### src/rtl/mux_2_input_pkg.sv
// Shared defaults and helpers for the two-input steering mux.
package mux_2_input_pkg;

    localparam int unsigned DEF_WIDTH = 1;
    localparam int unsigned DEF_CNT_W = 8;

    // A select "change" is any edge where the live select differs from its registered copy.
    function automatic logic sel_changed(input logic sel_now, input logic sel_prev);
        return sel_now != sel_prev;
    endfunction

endpackage

### src/rtl/mux_2_input_sat_counter.sv
// Saturating up-counter: counts inc pulses and holds at all-ones.
module mux_2_input_sat_counter #(
    parameter int unsigned CNT_W = 8
) (
    input  logic             clk,
    input  logic             rst_n,
    input  logic             inc,
    output logic [CNT_W-1:0] count,
    output logic             sat
);

    logic [CNT_W-1:0] count_d;
    logic [CNT_W-1:0] count_q;

    always_comb begin
        count_d = count_q;
        if (inc && !sat) begin
            count_d = count_q + CNT_W'(1);
        end
    end

    always_ff @(posedge clk or negedge rst_n) begin
        if (!rst_n) begin
            count_q <= '0;
        end else begin
            count_q <= count_d;
        end
    end

    assign count = count_q;
    assign sat   = &count_q;

endmodule

### src/rtl/mux_2_input.sv
// Two-input WIDTH-bit selector with a registered shadow copy and select-activity counter.
module mux_2_input
    import mux_2_input_pkg::*;
#(
    parameter int unsigned WIDTH = DEF_WIDTH,
    parameter int unsigned CNT_W = DEF_CNT_W
) (
    input  logic             clk,
    input  logic             rst_n,
    input  logic [WIDTH-1:0] a,
    input  logic [WIDTH-1:0] b,
    input  logic             sel,
    output logic [WIDTH-1:0] out,
    output logic [WIDTH-1:0] out_q,
    output logic             sel_q,
    output logic [CNT_W-1:0] sel_changes,
    output logic             sel_changes_sat
);

    logic [WIDTH-1:0] out_d;
    logic             sel_d;
    logic             sel_inc;

    // Conditional operator gives the per-bit merge when sel is unknown.
    assign out = sel ? b : a;

    always_comb begin
        out_d   = out;
        sel_d   = sel;
        sel_inc = sel_changed(sel, sel_q);
    end

    always_ff @(posedge clk or negedge rst_n) begin
        if (!rst_n) begin
            out_q <= '0;
            sel_q <= 1'b0;
        end else begin
            out_q <= out_d;
            sel_q <= sel_d;
        end
    end

    mux_2_input_sat_counter #(
        .CNT_W (CNT_W)
    ) u_sel_cnt (
        .clk   (clk),
        .rst_n (rst_n),
        .inc   (sel_inc),
        .count (sel_changes),
        .sat   (sel_changes_sat)
    );

endmodule

### config.mk
export PLATFORM = sky130hd
export DESIGN_NAME = mux_2_input
export DESIGN_NICKNAME = d
export VERILOG_FILES = /design/src/rtl/mux_2_input_pkg.sv /design/src/rtl/mux_2_input_sat_counter.sv /design/src/rtl/mux_2_input.sv
export SDC_FILE = /design/constraint.sdc
export NUM_CORES = 1
export LEC_CHECK = 0
export ABC_AREA = 1
export CORE_MARGIN = 3
export CORE_UTILIZATION = 39
export DETAILED_ROUTE_END_ITERATION = 16
export PLACE_DENSITY = 0.78
export SYNTH_ARGS = -nofsm -noshare
export SYNTH_HDL_FRONTEND = slang
export SYNTH_HIERARCHICAL = 1
export SYNTH_SLANG_ARGS = --single-unit
### constraint.sdc
create_clock -name clk -period 1.75 [get_ports clk]
set_clock_uncertainty 0.05 [all_clocks]
set_input_delay 0.35 -clock clk [delete_from_list [all_inputs] [get_ports clk]]
set_output_delay 0.35 -clock clk [all_outputs]
set_load 0.01 [all_outputs]
==> results.toml, run 1 <==
[critical_path]
crit_path_cell_trace = "buf_4 > clkdlybuf4s50_1"
timing.critical_path.to_type = "primary output"
cp_slowest_cell = "sky130_fd_sc_hd__clkdlybuf4s50_1"
crit_family = "buffers and inverters"
critical_path_class = "flop to primary output"
worstPathRequired_ns = 1.35
timing.critical_path.buf_inv = 2
worstSetupStartpointType = "flop"
maximum_fanout_along_the_worst_path = 3
cp_slowest_stage_delay_ns = 0.53
cp_data_arrival_time_ns = 1.30

[floorplanning]
floorplan.initialDensity_pct = 42.6
io-pin-count = 17
core_mm2 = 0.00133
die_width_um = 44.2
placementRows = 13
die_y_um = 44.2
floorplan.die_area_mm2 = 0.00195

[power_and_ir_drop]
totalPowerFinal_mw = 0.983
power.density_mw_per_mm2 = 1130
ir_drop_mv = 0.566
p_leak_nw = 0.499

[route]
drt-wirelength-per-cell_um = 11.0
route.detailed.drc = 0
dr.pass1.iters = 4
dr.first_iter.drc_count = 6
routed_via_density = 4.74
routed_wirelength_um = 1300
antenna_left = 0
routed-via-count = 559

[final_layout]
layout_commonest_cell = "sky130_fd_sc_hd__nand2_1"
sequential_cell_area_um2 = 250
share_of_final_layout_standard_cells_stronger_than_drive_strength_1_pct = 24.3
most_frequent_cells_in_the_layout = "31 x sky130_fd_sc_hd__nand2_1, 10 x sky130_fd_sc_hd__dfrtp_1, 10 x sky130_fd_sc_hd__buf_4, 9 x sky130_fd_sc_hd__clkdlybuf4s50_1, 8 x sky130_fd_sc_hd__inv_1"
num-nets-final = 110
antennaDiodeCount = 0
area_of_the_multi_input_gates_um2 = 284
fillers = 116
layout.cells.non_filler = 118
layout-area-overhead-vs-synth_pct = 52.6

[synthesis]
yosysWarningCount = 6
synth_top_cells_by_area = "sky130_fd_sc_hd__dfrtp_1 44%, sky130_fd_sc_hd__nand2_1 20%, sky130_fd_sc_hd__inv_1 5.3%"
synth-compound-area-share_pct = 4.19
synthesis.instances = 73
synthesis.area_um2 = 568
post-synth-top-area-cell = "sky130_fd_sc_hd__dfrtp_1"
ys_seq_area_share_pct = 44.1
synth_top_family_by_area = "simple AND/OR/NAND/NOR gates"
synthSimpleGateAreaFrac_pct = 40.1
post_synth_mux_area_share_pct = 0
post_synthesis_sequential_element_count = 10
synth.net_count = 79
avgSynthCellArea_um2 = 7.78
yosysTopAreaCellShare_pct = 44.1
synth_xor_xnor_area_share_pct = 3.08
yosys.area_share.adder_pct = 2.20
yosys.cell_types.count = 16

[timing]
final.period_utilization_pct = 97.0
slew_violations = 0
rsz0062_at_grt = "false"
timing_hold_violations_final = 0
maxClockFrequency_ghz = 0.589
timing.max_slew.rel_slack_pct = 69.1
finalWorstPathRequiredPeriod_ns = 1.70
setup_viol_count_final = 0
worst-slew-pin-transition_ns = 0.462

[grt]
grt_pass1_wl_um = 2140
via_count_of_the_first_global_routing_pass = 540
grt_max_degree = 11
grt.total_usage_pct = 15.1
antenna_found_initial = 0
overflow = 0

[cts]
clock_latency_ns = 0.27
count_of_clock_tree_sinks = 10
tritoncts = "done"
cts-buffers-inserted = 3
post_cts_hold_buffer_count = 0
post_cts_buffers = 0
clk_path_buf_depth = 2
clk_root_buffer_cell = "sky130_fd_sc_hd__clkbuf_4"
h-tree-depth = 1
cts.reportedPaths.clkPinSlew_ns = 0.07

[status]
run_status = "completed"

[placed_design]
detailedPlacementHpwl_um = 1020
place.port_buffers = 16
post-place-cells = 114
gpl.final_weighted_congestion = 0.788

[min_path]
hold_path.class = "primary input to flop"

[job]
max-cap-violations = 0
layer usage:
metal | share of wire (%) | GRT usage (%) | vias to the layer above
li1 | - | - | 283
met1 | 41 | 17.5 | 254
met2 | 50 | 25.0 | 18
met3 | 5.1 | 2.44 | 4
met4 | 3.9 | 10.8 | 0
met5 | 0 | 0 | -
synth_stat cells (all sizes together):
cell	count
ha	1
nand2	35
nor2	8
a21oi	3
nand3	3
o21ai	1
xnor2	2
nor3	1
dfrtp	10
inv	9
final timing paths:
path | startpoint | end | slack [ns] | depth (start not counted)
worst min-delay path | sel | sel_q$_DFF_PN0_ | 0.30 | 2
worst min register to register | u_sel_cnt/count[6]$_DFFE_PN0P_ | u_sel_cnt/count[6]$_DFFE_PN0P_ | 0.51 | 2
min in group asynchronous | rst_n | u_sel_cnt/count[7]$_DFFE_PN0P_ | 0.34 | 1
max in group asynchronous | rst_n | u_sel_cnt/count[0]$_DFFE_PN0P_ | 0.99 | 1
worst max register to register | u_sel_cnt/count[0]$_DFFE_PN0P_ | u_sel_cnt/count[5]$_DFFE_PN0P_ | 0.40 | 9
worst max-delay path | u_sel_cnt/count[4]$_DFFE_PN0P_ | sel_changes[4] | 0.05 | 2
power by group:
group	leakage (nW)	switching (mW)	internal, mW
Clock	0.0210	0.0875	0.127
Combinational	0.356	0.215	0.235
Sequential	0.122	0.0342	0.284
Total	0.499	0.337	0.645
per-stage QoR:
stage               util, %  TNS [ns]  setup WS [ns]  hold slack [ns]  area [um2]
floorplan                 -         0          0.268          0.00441         568
global placement       61.6    -0.299         -0.156            0.485         822
detailed placement     61.6    -0.405         -0.183            0.495         822
CTS                    64.4         0         0.0118            0.354         860
global route           65.0         0         0.0129            0.329         867
finish                 65.0         0         0.0520            0.302         867
flip-flops by register name (all words and copies together) (netlist names):
signal / flops
out_q: 1
sel_q: 1
u_sel_cnt/count: 8
cell type report:
type / count / share of cell area [%]
Sequential cell: 10 / 28.9
Timing Repair Buffer: 26 / 27.8
Multi-Input combinational cell: 54 / 32.8
Tap cell: 15 / 2.16
Inverter: 9 / 4.18
Clock buffer: 4 / 4.18
timing repair:
item / CTS / global route
resized for setup: 4 / 6
pin swaps: 1 / 0
setup endpoints to repair: 2 / 6
cells by family after synthesis:
| logic type | count (synthesis) |
|---|---|
| AND/OR/NAND/NOR | 47 |
| AO/OA/AOI/OAI | 4 |
| adder cells (fa/ha/maj) | 1 |
| flip-flops | 10 |
| XOR/XNOR | 2 |
| buffers and inverters | 9 |
Note: power is estimated with default switching activity, not from simulation.
==> inputs of run 2 (changes only) <==
--- a/config.mk
+++ b/config.mk
@@ -8,6 +8,7 @@
 export ABC_AREA = 1
 export CORE_MARGIN = 3
 export CORE_UTILIZATION = 39
+export CTS_CLUSTER_DIAMETER = 30
 export DETAILED_ROUTE_END_ITERATION = 16
 export PLACE_DENSITY = 0.78
 export SYNTH_ARGS = -nofsm -noshare
==> results of run 2 <==
The final DEF is identical to that of run 1; final timing and power are the same.
